**src/rtl/cacheline_adaptor.sv**
```systemverilog
// cacheline_adaptor: bridges a 256-bit cache line port to a 64-bit burst
// memory port. A fill collects four beats into the line buffer. A writeback
// serializes a latched line into four beats. Only one transaction is in
// flight at a time.
//
// Optional build macro: CACHELINE_ADAPTOR_PERF_CNT_EN adds rd_cnt_o/wr_cnt_o,
// which count completed fills and completed writebacks.
module cacheline_adaptor #(
    parameter int LINE_WIDTH  = 256,
    parameter int BURST_WIDTH = 64,
    parameter int ADDR_WIDTH  = 32
) (
    input  logic                   clk,
    input  logic                   rst,
    input  logic [LINE_WIDTH-1:0]  line_i,
    output logic [LINE_WIDTH-1:0]  line_o,
    input  logic [ADDR_WIDTH-1:0]  address_i,
    input  logic                   read_i,
    input  logic                   write_i,
    output logic                   resp_o,
    input  logic [BURST_WIDTH-1:0] burst_i,
    output logic [BURST_WIDTH-1:0] burst_o,
    output logic [ADDR_WIDTH-1:0]  address_o,
    output logic                   read_o,
    output logic                   write_o,
    input  logic                   resp_i
`ifdef CACHELINE_ADAPTOR_PERF_CNT_EN
   ,output logic [31:0]            rd_cnt_o
   ,output logic [31:0]            wr_cnt_o
`endif
);

    localparam int BEATS  = LINE_WIDTH / BURST_WIDTH;
    localparam int CNT_W  = $clog2(BEATS);
    localparam int BW_LOG = $clog2(BURST_WIDTH);
    localparam int OFF_W  = $clog2(LINE_WIDTH / 8);

    localparam logic [CNT_W-1:0]      LAST_BEAT  = CNT_W'(BEATS - 1);
    localparam logic [CNT_W-1:0]      ONE_BEAT   = CNT_W'(1);
    // Clears the byte-offset bits so memory always sees a line-aligned address.
    localparam logic [ADDR_WIDTH-1:0] ALIGN_MASK =
        ~((ADDR_WIDTH'(1) << OFF_W) - ADDR_WIDTH'(1));

    typedef enum logic [1:0] {
        IDLE     = 2'd0,
        RD_BURST = 2'd1,
        WR_BURST = 2'd2,
        DONE     = 2'd3
    } state_t;

    state_t                  state_q;
    logic [CNT_W-1:0]        beat_q;
    logic [LINE_WIDTH-1:0]   line_q;
    logic [ADDR_WIDTH-1:0]   addr_q;
    logic                    read_q;
    logic                    write_q;
    logic                    resp_q;

    logic [CNT_W+BW_LOG-1:0] beat_base_s;
    logic [BURST_WIDTH-1:0]  burst_s;

    // Bit offset of the current beat inside the line buffer, plus the write beat mux.
    always_comb begin
        beat_base_s = {beat_q, {BW_LOG{1'b0}}};
        burst_s     = {BURST_WIDTH{1'b0}};
        if (state_q == WR_BURST) begin
            burst_s = line_q[beat_base_s +: BURST_WIDTH];
        end else begin
            burst_s = {BURST_WIDTH{1'b0}};
        end
    end

    // Transaction FSM: accepts a request, runs the burst, then pulses resp_o once.
    always_ff @(posedge clk) begin
        if (rst) begin
            state_q <= IDLE;
            beat_q  <= {CNT_W{1'b0}};
            line_q  <= {LINE_WIDTH{1'b0}};
            addr_q  <= {ADDR_WIDTH{1'b0}};
            read_q  <= 1'b0;
            write_q <= 1'b0;
            resp_q  <= 1'b0;
        end else begin
            resp_q <= 1'b0;
            case (state_q)
                IDLE: begin
                    // Writeback wins so a dirty victim leaves before its refill arrives.
                    if (write_i) begin
                        line_q  <= line_i;
                        addr_q  <= address_i;
                        write_q <= 1'b1;
                        state_q <= WR_BURST;
                    end else if (read_i) begin
                        addr_q  <= address_i;
                        read_q  <= 1'b1;
                        state_q <= RD_BURST;
                    end else begin
                        state_q <= IDLE;
                    end
                end
                RD_BURST: begin
                    if (resp_i) begin
                        line_q[beat_base_s +: BURST_WIDTH] <= burst_i;
                        if (beat_q == LAST_BEAT) begin
                            beat_q  <= {CNT_W{1'b0}};
                            read_q  <= 1'b0;
                            resp_q  <= 1'b1;
                            state_q <= DONE;
                        end else begin
                            beat_q <= beat_q + ONE_BEAT;
                        end
                    end else begin
                        beat_q <= beat_q;
                    end
                end
                WR_BURST: begin
                    if (resp_i) begin
                        if (beat_q == LAST_BEAT) begin
                            beat_q  <= {CNT_W{1'b0}};
                            write_q <= 1'b0;
                            resp_q  <= 1'b1;
                            state_q <= DONE;
                        end else begin
                            beat_q <= beat_q + ONE_BEAT;
                        end
                    end else begin
                        beat_q <= beat_q;
                    end
                end
                DONE: begin
                    // Requests are ignored here, forcing one idle cycle between transactions.
                    state_q <= IDLE;
                end
                default: begin
                    state_q <= IDLE;
                    read_q  <= 1'b0;
                    write_q <= 1'b0;
                end
            endcase
        end
    end

    assign line_o    = line_q;
    assign burst_o   = burst_s;
    assign address_o = addr_q & ALIGN_MASK;
    assign read_o    = read_q;
    assign write_o   = write_q;
    assign resp_o    = resp_q;

`ifdef CACHELINE_ADAPTOR_PERF_CNT_EN
    logic        is_wr_q;
    logic [31:0] rd_cnt_q;
    logic [31:0] wr_cnt_q;

    // Completion counters: bump the matching counter on the resp_o cycle.
    always_ff @(posedge clk) begin
        if (rst) begin
            is_wr_q  <= 1'b0;
            rd_cnt_q <= 32'd0;
            wr_cnt_q <= 32'd0;
        end else begin
            if (state_q == IDLE) begin
                is_wr_q <= write_i;
            end else begin
                is_wr_q <= is_wr_q;
            end
            if (state_q == DONE) begin
                if (is_wr_q) begin
                    wr_cnt_q <= wr_cnt_q + 32'd1;
                end else begin
                    rd_cnt_q <= rd_cnt_q + 32'd1;
                end
            end else begin
                rd_cnt_q <= rd_cnt_q;
                wr_cnt_q <= wr_cnt_q;
            end
        end
    end

    assign rd_cnt_o = rd_cnt_q;
    assign wr_cnt_o = wr_cnt_q;
`else
    // Counters are not built in this configuration.
`endif

endmodule
```
**config.mk**
```make
export PLATFORM = sky130hd
export DESIGN_NAME = cacheline_adaptor
export DESIGN_NICKNAME = d
export VERILOG_FILES = /design/src/rtl/cacheline_adaptor.sv
export SDC_FILE = /design/constraint.sdc
export NUM_CORES = 1
export LEC_CHECK = 0
export CAP_MARGIN = 15
export CELL_PAD_IN_SITES_DETAIL_PLACEMENT = 0
export CELL_PAD_IN_SITES_GLOBAL_PLACEMENT = 1
export CORE_AREA = 5 5 277 279
export DETAILED_ROUTE_END_ITERATION = 7
export DIE_AREA = 0 0 282 284
export GPL_ROUTABILITY_DRIVEN = 0
export HOLD_SLACK_MARGIN = 0.1
export PLACE_DENSITY_LB_ADDON = 0.1
export RECOVER_POWER = 100
export REMOVE_ABC_BUFFERS = 1
export SLEW_MARGIN = 25
export SYNTH_ARGS = -nofsm -noshare
export SYNTH_HDL_FRONTEND = slang
export SYNTH_SLANG_ARGS = --single-unit
```
**constraint.sdc**
```tcl
create_clock -name clk -period 3.09 [get_ports clk]
set_input_delay 0.309 -clock clk [delete_from_list [all_inputs] [get_ports clk]]
set_output_delay 0.309 -clock clk [all_outputs]
set_load 0.005 [all_outputs]
```
**Word-level counts from Yosys, hierarchy flattened**

Index checks and enable logic that the tools add are counted.

- Shift operators: 3
- Bitwise gates (word level): 2
- Multiplexer cells: 21
- $add $sub $neg: 2
- Equal/unequal tests: 13
- Reduce and logical (&&, ||, !) cells: 12

Operators with widths:

| kind | number |
|---|---|
| $mux 256 | 2 |
| $pmux 256 s2 | 1 |
| $bwmux 256 | 1 |
| $shift 64x10->256 const A | 1 |
| $shiftx 256x9->64 | 1 |
| $shiftx 64x10->256 | 1 |
| $mux 32 | 2 |
| $mux 64 | 1 |
| $ne 2x2->1 const B | 6 |
| $neg 8->10 | 1 |
| $mux 2 | 4 |
| $mux 1 | 7 |
| $eq 2x2->1 const B | 3 |
| $ne 2x1->1 const B | 3 |
| $pmux 2 s3 | 1 |
| $reduce_and 2->1 | 3 |
| $reduce_bool 2->1 | 3 |
| $reduce_and 5->1 | 1 |
| $pmux 1 s2 | 2 |
| $reduce_and 4->1 | 1 |
| $reduce_and 3->1 | 1 |
| $reduce_or 3->1 | 1 |
| $add 2x1->2 const B | 1 |
| $eq 2x1->1 const B | 1 |
| 3 further kinds | 4 |

- Output and inout bits: 355
- Register bits after elaboration: 295
- Word-level logic and storage cells: 60
- Bits of input ports: 357

**Depth between registers and ports, before layout**

Gate-level depths: netlist of the first run.

- Word-level depth: 5
- Gate-level depth with buffers: 12
- Mapped depth without buffers: 5

**Least setup slack after synthesis of the first run**

Ideal clock, no wire load.

- Path type: reg2reg
- Start point: reg beat_q[0]
- End point: reg line_q[248], in the netlist line_o[248]
- Arrival time: 2.377 ns
- Path buffers: 7
- Setup slack: 0.625 ns
- Cell stages (with the launch flop): 13
- Cells stage by stage: dfxtp_1 -> buf_4 -> buf_12 -> buf_6 -> buf_6 -> buf_2 -> inv_1 -> ha_1 -> nor2b_1 -> buf_4 -> clkbuf_1 -> nand4_1 -> a311oi_2

- Cells in the longest elaborated chain, start to end: 5

RTL lines:

| item | RTL line | text |
|---|---|---|
| start: declaration | 52 | `logic [CNT_W-1:0] beat_q;` |
| start signal: assignment | 77 | `beat_q <= {CNT_W{1'b0}};` |
| start signal: assignment | 105 | `beat_q <= {CNT_W{1'b0}};` |
| start signal: assignment | 110 | `beat_q <= beat_q + ONE_BEAT;` |
| $neg 8->10 (*) | 103 | `line_q[beat_base_s +: BURST_WIDTH] <= burst_i;` |
| $shiftx 64x10->256 / $shift 64x10->256 (equally long branches) | 103 |  |
| $bwmux 256 (*) | 103 |  |
| $mux 256 (*) | 102 | `if (resp_i) begin` |
| $pmux 256 s2 (*) | 85 | `case (state_q)` |
| end signal: assignment | 78 | `line_q <= {LINE_WIDTH{1'b0}};` |
| end signal: assignment | 89 | `line_q <= line_i;` |
| end signal: indexed assignment | 103 |  |
| end: declaration | 53 | `logic [LINE_WIDTH-1:0] line_q;` |

Mark *: on every way between the ends. The rest lies on a longest branch, timed or not. The select of a mux whose other input is x is not followed.
A chain may end at the register's enable or synchronous reset.

**Final worst setup path of the first run**

- Start point: reg beat_q[0]
- End point: out burst_o[13]

- Cells in the longest elaborated chain, start to end: 2

RTL lines:

| item | RTL line | text |
|---|---|---|
| $shiftx 256x9->64 | 67 | `burst_s = line_q[beat_base_s +: BURST_WIDTH];` |
| $mux 64 | 66 | `if (state_q == WR_BURST) begin` |
| end: declaration | 22 | `output logic [BURST_WIDTH-1:0] burst_o,` |

No other way between the ends.

==> metrics.md, run 1 <==
| Metric | Value |
|---|---|
| Primary FF master, synth | `dfxtp_1` |
| Worst path buffer plus inverter count | `2` |
| Post-synth EDFFs | `0` |
| Core Region | `0.07395 mm2` |
| CTS max path bufs | `3` |
| Largest net degree at the start of global routing | `113` |
| # placed instances | `3315` |
| Sequential cell area fraction in the yosys report | `33.27%` |
| Syn. warnings | `0` |
| Initial antenna violation count | `37` |
| Chip Width | `282 um` |
| CP Launch Type | `flop` |
| Top sig layer | `met5` |
| Final setup fails | `0` |
| Metal2 WL | `51530 um` |
| Worst Path Arrival | `2.64 ns` |
| Slew Limit Fails | `0` |
| Slew @ Worst Pin | `1.393 ns` |
| Final core utilization | `36.08%` |
| Num rows | `100` |
| Post-Syn Area | `0.01745 mm2` |
| Gate count of the mapped netlist | `1833` |
| Slew margin rel. | `7.162%` |
| Post-synthesis async set-or-reset flop share | `0%` |
| Worst VDD drop | `0.5981 mV` |
| Worst endpoint required time | `2.78 ns` |
| DRC Markers | `0` |
| Crit end category | `output port` |
| Die Height | `284 um` |
| First-pass GRT wire length | `145500 um` |
| Final Skew | `0.02335 ns` |
| Status | `completed` |
| Fin crit period | `2.953 ns` |
| Worst-path clk slew | `0.05 ns` |
| Worst-skew pair later-pin latency | `0.57 ns` |
| Setup TNS | `0 ns` |
| Die Area | `0.08009 mm2` |
| Grt ovf | `0` |
| CP max-delay cell | `dlygate4sd3_1` |
| Worst min-delay path category | `in2reg` |
| Mean Syn Cell Area | `9.520 um2` |
| Inserted Clock Buffers | `41` |
| Total Wirelength | `102700 um` |
| CTS root buffer | `clkbuf_16` |
| Initial Util | `23.60%` |
| Final hold violation count | `0` |
| Fmax | `338.6 MHz` |
| HPWL Detailed | `67900 um` |
| Share of post-route cells with drive strength above 1 | `15.96%` |
| Vias per cell | `5.365` |
| H-tree levels | `2` |
| Met3 WL post-DR | `7270 um` |
| Vias in the first global route | `18.74k` |
| RSZ-0062 raised after global routing | `false` |
| Average wire per standard cell | `30.10 um` |
| # port buffers | `701` |
| Via Count | `18.31k` |
| Slowest stage delay, CP | `0.58 ns` |
| Setup WS pre-CTS | `0.5088 ns` |
| Post-synthesis register bit count | `290` |
| Worst setup margin | `0.1366 ns` |
| Crit-path cells | `buf_16, mux4_2, and2_1, dlygate4sd3_1` |
| Critical path's top delay family | `buffers and inverters` |
| Kind of critical path | `reg2out` |
| Leakage | `0.009371 uW` |
| Cell Count, Final, Fillers Out | `3413` |
| Initial DRC Count | `1158` |
| Worst Path Max Fanout | `31` |
| P per Cell Area | `985.8 mW/mm2` |
| DR pass1 iterations | `5` |
| Gr usage total | `24.40%` |
| MaxCap Viol Count | `0` |
| CTS tree | `built` |
| # clock sinks | `290` |
| Tcrit/Tclk final | `95.58%` |
| Syn-to-layout area delta | `52.88%` |
| Post-synth cell types | `36` |
| I/O pin total | `712` |
| Met1 Wirelength | `41610 um` |
| CTS Hold Bufs | `0` |
| Fin nets | `2757` |
| Post-DRT Antenna Nets | `0` |
## cells in the mapped netlist (2+ instances only)
master	n	share of area, %
nand2b_1	255	9.1
dfxtp_1	290	33
a21bo_2	4	0.23
and2_1	69	2.5
buf_6	30	1.9
a21oi_1	288	8.3
ha_1	8	0.57
buf_1	17	0.37
o211ai_1	2	0.086
a311oi_1	75	3.8
nand3_1	131	3.8
buf_4	22	0.95
nor2_1	3	0.065
nor3b_1	2	0.086
clkbuf_1	113	2.4
mux4_2	64	8.3
nand4_1	128	4.6
inv_1	5	0.11
nand2_1	59	1.3
nor2b_1	5	0.18
a311oi_2	180	15
and3b_1	2	0.10
buf_2	68	2.0
## cells by family after synthesis
| kind of cell | after synthesis | synth area share [%] |
|---|---|---|
| other | 1 | 0.02149 |
| AND/OR/NAND/NOR | 658 | 21.84 |
| multiplexers | 66 | 8.403 |
| adder cells (fa/ha/maj) | 8 | 0.5736 |
| buffers and inverters | 256 | 7.851 |
| flip-flops | 290 | 33.27 |
| AO/OA/AOI/OAI | 554 | 28.04 |
## timing repair
| item | 4_1_cts | 5_1_grt |
|---|---|---|
| setup buffers | 1 | 0 |
| endpoints found under the setup margin | 24 | 0 |
| resized for setup | 3 | 0 |
## sequential cells by signal, indices dropped and copies added (netlist names)
register / flops
line_o: 256
beat_q: 2
resp_o: 1
read_o: 1
state_q: 2
write_o: 1
addr_q: 27
## worst register-to-register path, cell delays in order (launching register included)
cell and delay, ns:
dfxtp_4 0.36, buf_6 0.50, ha_4 0.25, buf_2 1.01
and2_0 0.33, nor3b_1 0.07, nor4_1 0.24
## power by group
| group | internal [uW] | switching, uW |
|---|---|---|
| Combinational | 6680 | 8180 |
| Sequential | 5220 | 1470 |
| Clock | 2840 | 1920 |
## path summary, 6_finish.rpt
kind                            startpoint           to  slack, ns  cells after the start
worst max-delay path             beat_q[0]  burst_o[13]       0.14                      4
worst min-delay path                   rst    beat_q[0]       0.26                      2
worst max register to register   beat_q[1]   state_q[1]       0.23                      6
worst min register to register   addr_q[8]    addr_q[8]       0.45                      2
## layout make-up
class | instances | area [um2]
fill | 7413 | 47270
multi-input combinational | 1291 | 10390
timing repair buffer | 763 | 7863
sequential | 290 | 5811
clock buffer | 64 | 1285
tap | 969 | 1212
antenna | 25 | 62.56
clock inverter | 6 | 37.54
inverter | 5 | 18.77
## layout by cell type (no fill, tap or decap), types with 3 or more instances in the layout
cell type        Yosys  routed
and2_0               0      10
clkbuf_16            0      43
mux4_2              64      64
clkbuf_8             0      13
and2_1              69      55
nor2b_4              0       3
a21bo_4              0       4
diode_2              0      25
nand2b_1           255     255
dfxtp_1            290     288
ha_1                 8       3
a21oi_1            288     288
and2_4               0       4
clkinv_2             0       3
ha_4                 0       4
nor2_1               3       3
nand2_1             59      59
buf_12               1      21
a311oi_2           180     177
conb_1               1       5
nand3_1            131     131
inv_1                5       5
a311oi_1            75      78
nand4_1            128     128
buf_6               30       3
dlygate4sd3_1        0     319
clkdlybuf4s50_1      0     381
buf_16               0       3
buf_4               22      29
clkbuf_1           113       9
## metal layers
metal	up-vias	GRT usage (%)
li1	8144	-
met1	9332	29.97
met2	679	42.31
met3	129	6.351
met4	26	6.512
met5	-	0
## through the flow
step                total power [uW]  instance area (um2)  hold WS, ns
floorplan                      13840                16110       0.3769
global placement               22120                25240       0.4427
detailed placement             22270                25270       0.4474
CTS                            27280                26680       0.2050
global route                   27710                26660       0.2394
finish                         26300                26680       0.2596
(Power assumes the default switching activity.)
==> run 2, diff against run 1 <==
--- a/config.mk
+++ b/config.mk
@@ -13,6 +13,7 @@
 export DIE_AREA = 0 0 282 284
 export GPL_ROUTABILITY_DRIVEN = 0
 export HOLD_SLACK_MARGIN = 0.1
+export MAX_ROUTING_LAYER = met4
 export PLACE_DENSITY_LB_ADDON = 0.1
 export RECOVER_POWER = 100
 export REMOVE_ABC_BUFFERS = 1
==> metrics.md, run 2 (synthesized netlist as in run 1, its figures left out) <==
| Metric | Value |
|---|---|
| Status | `completed` |
| Crit end category | `output port` |
| # port buffers | `701 (unchanged)` |
| Inserted Clock Buffers | `41 (unchanged)` |
| Tcrit/Tclk final | `95.57% (about the same)` |
| Grt ovf | `0 (unchanged)` |
| CP Launch Type | `flop` |
| Average wire per standard cell | `29.99 um (-0.37%)` |
| Total power | `26300 uW (about the same)` |
| HPWL Detailed | `67900 um (unchanged)` |
| Worst R2R End | `state_q[1]` |
| Die Area | `0.08009 mm2 (unchanged)` |
| MaxCap Viol Count | `0 (unchanged)` |
| Worst path buffer plus inverter count | `2 (unchanged)` |
| Max reg flops | `256 (unchanged)` |
| Vias in the first global route | `18.73k (-0.027%)` |
| Worst hold slack | `0.2493 ns (-0.01036 ns)` |
| Slowest stage delay, CP | `0.58 ns (about the same)` |
| P per Cell Area | `984.5 mW/mm2 (-0.12%)` |
| CP Launch Point | `beat_q[0]` |
| Crit-path cells | `buf_16, mux4_2, and2_1, dlygate4sd3_1` |
| Core Region | `0.07395 mm2 (unchanged)` |
| Reg2Reg Setup Slack | `0.20 ns (-0.03 ns)` |
| Setup WS pre-CTS | `0.5088 ns (unchanged)` |
| Worst Path Max Fanout | `31 (unchanged)` |
| CTS Hold Bufs | `0 (unchanged)` |
| # placed instances | `3315 (unchanged)` |
| I/O pin total | `712 (unchanged)` |
| Chip Width | `282 um (unchanged)` |
| Most frequent cells in the layout | `380 x clkdlybuf4s50_1, 320 x dlygate4sd3_1, 288 x a21oi_1, 288 x dfxtp_1, 255 x nand2b_1` |
| Crit path capture | `burst_o[13]` |
| Syn-to-layout area delta | `53.09%` |
| Worst Path Arrival | `2.64 ns (about the same)` |
| Total Wirelength | `102800 um (about the same)` |
| # fillers | `7414 (+0.013%)` |
| Worst-path clk slew | `0.05 ns (about the same)` |
| Initial Util | `23.60% (unchanged)` |
| Worst endpoint required time | `2.78 ns (about the same)` |
| Gr usage total | `25.12% (+0.72 points)` |
| Vias per cell | `5.327 (-0.71%)` |
| CTS tree | `built` |
| Slew margin rel. | `6.317% (-0.85 points)` |
| Worst min-delay path category | `in2reg` |
| Die Height | `284 um (unchanged)` |
| Critical path depth in cells | `4 (unchanged)` |
| Share of post-route cells with drive strength above 1 | `15.96% (unchanged)` |
| Fin nets | `2757 (unchanged)` |
| DR pass1 iterations | `7 (+2)` |
| RSZ-0062 raised after global routing | `false` |
| Slew @ Worst Pin | `1.405 ns (+0.01268 ns)` |
| Post-DRT Antenna Nets | `0 (unchanged)` |
| Reg2reg path depth | `6 (unchanged)` |
| Kind of critical path | `reg2out` |
| Final setup fails | `0 (unchanged)` |
| Leakage | `0.009376 uW (about the same)` |
| Final Skew | `0.02471 ns (+0.001359 ns)` |
| First-pass GRT wire length | `145300 um (-0.13%)` |
| Cell Count, Final, Fillers Out | `3427 (+0.41%)` |
| Leading cell type in the layout, fill and taps excluded | `clkdlybuf4s50_1` |
| CP max-delay cell | `dlygate4sd3_1` |
| Slew Limit Fails | `0 (unchanged)` |
| H-tree levels | `2 (unchanged)` |
| Worst setup margin | `0.1369 ns (+0.0003480 ns)` |
| # clock sinks | `290 (unchanged)` |
| Largest net degree at the start of global routing | `113 (unchanged)` |
| DRC Markers | `0 (unchanged)` |
| Num rows | `100 (unchanged)` |
| Setup TNS | `0 ns (unchanged)` |
| Via Count | `18.25k (-0.31%)` |
| Critical path's top delay family | `buffers and inverters` |
| CTS max path bufs | `3 (unchanged)` |
| Fin crit period | `2.953 ns (-0.0003480 ns)` |
| Worst VDD drop | `0.5958 mV (-0.38%)` |
| Fmax | `338.6 MHz (about the same)` |
| CTS root buffer | `clkbuf_16` |
| Worst-skew pair later-pin latency | `0.57 ns (about the same)` |
| Final hold violation count | `0 (unchanged)` |
| Initial antenna violation count | `36 (-2.7%)` |
| Reg2reg start | `beat_q[1]` |
| Initial DRC Count | `1240 (+7.1%)` |
run 2: cell types whose count changed in the layout (fill, tap and decap cells not counted):
cell             change
diode_2             +14
clkbuf_2             -1
clkdlybuf4s50_1      -1
buf_4                +1
dlygate4sd3_1        +1
run 2: per-stage QoR:
| step | area (um2) | utilization [%] |
|---|---|---|
| floorplan | 16110 | - |
| global placement | 25240 | 34.13 |
| detailed placement | 25270 | 34.17 |
| CTS | 26680 | 36.08 |
| global route | 26710 | 36.12 |
| finish | 26720 | 36.13 |
run 2: where the power goes:
part           switching [uW]  internal [uW]
clock network            1920           2840
logic                    8180           6670
registers                1470           5220
run 2: how the worst min path moves through the flow:
stage / from / end / depth (start not counted)
floorplan: rst / line_o[100] / 1
global placement: addr_q[12] / addr_q[12] / 2
detailed placement: addr_q[20] / addr_q[20] / 2
CTS: rst / beat_q[0] / 2
global route: rst / beat_q[0] / 2
finish: rst / beat_q[0] / 2
run 2: worst reg2reg max path, delay by kind of cell (launching register included):
kind / cells / cell delay, ns
adders and majority gates: 1 / 0.25
and+or+nand+nor: 3 / 0.66
DFF: 1 / 0.37
buffers and inverters: 2 / 1.53
run 2: repair_timing:
item	in CTS	in global routing
gates resized for setup	3	0
buffers inserted	1	0
endpoints found under the setup margin	24	0
run 2: cell type report:
type                       instances  area (um2)  area share [%]
multi-input combinational       1291       10390           38.89
timing repair buffer             763        7865           29.44
sequential                       290        5811           21.75
clock buffer                      64        1285           4.810
tap                              969        1212           4.538
antenna                           39       97.59          0.3653
clock inverter                     6       37.54          0.1405
inverter                           5       18.77         0.07025
run 2: routing by layer:
layer	global-route usage, %	share of wire (%)	vias to the layer above
li1	-	-	8162
met1	30.36	41	9314
met2	42.47	50	664
met3	5.537	6.3	114
met4	6.524	2.2	0
met5	-	0	-
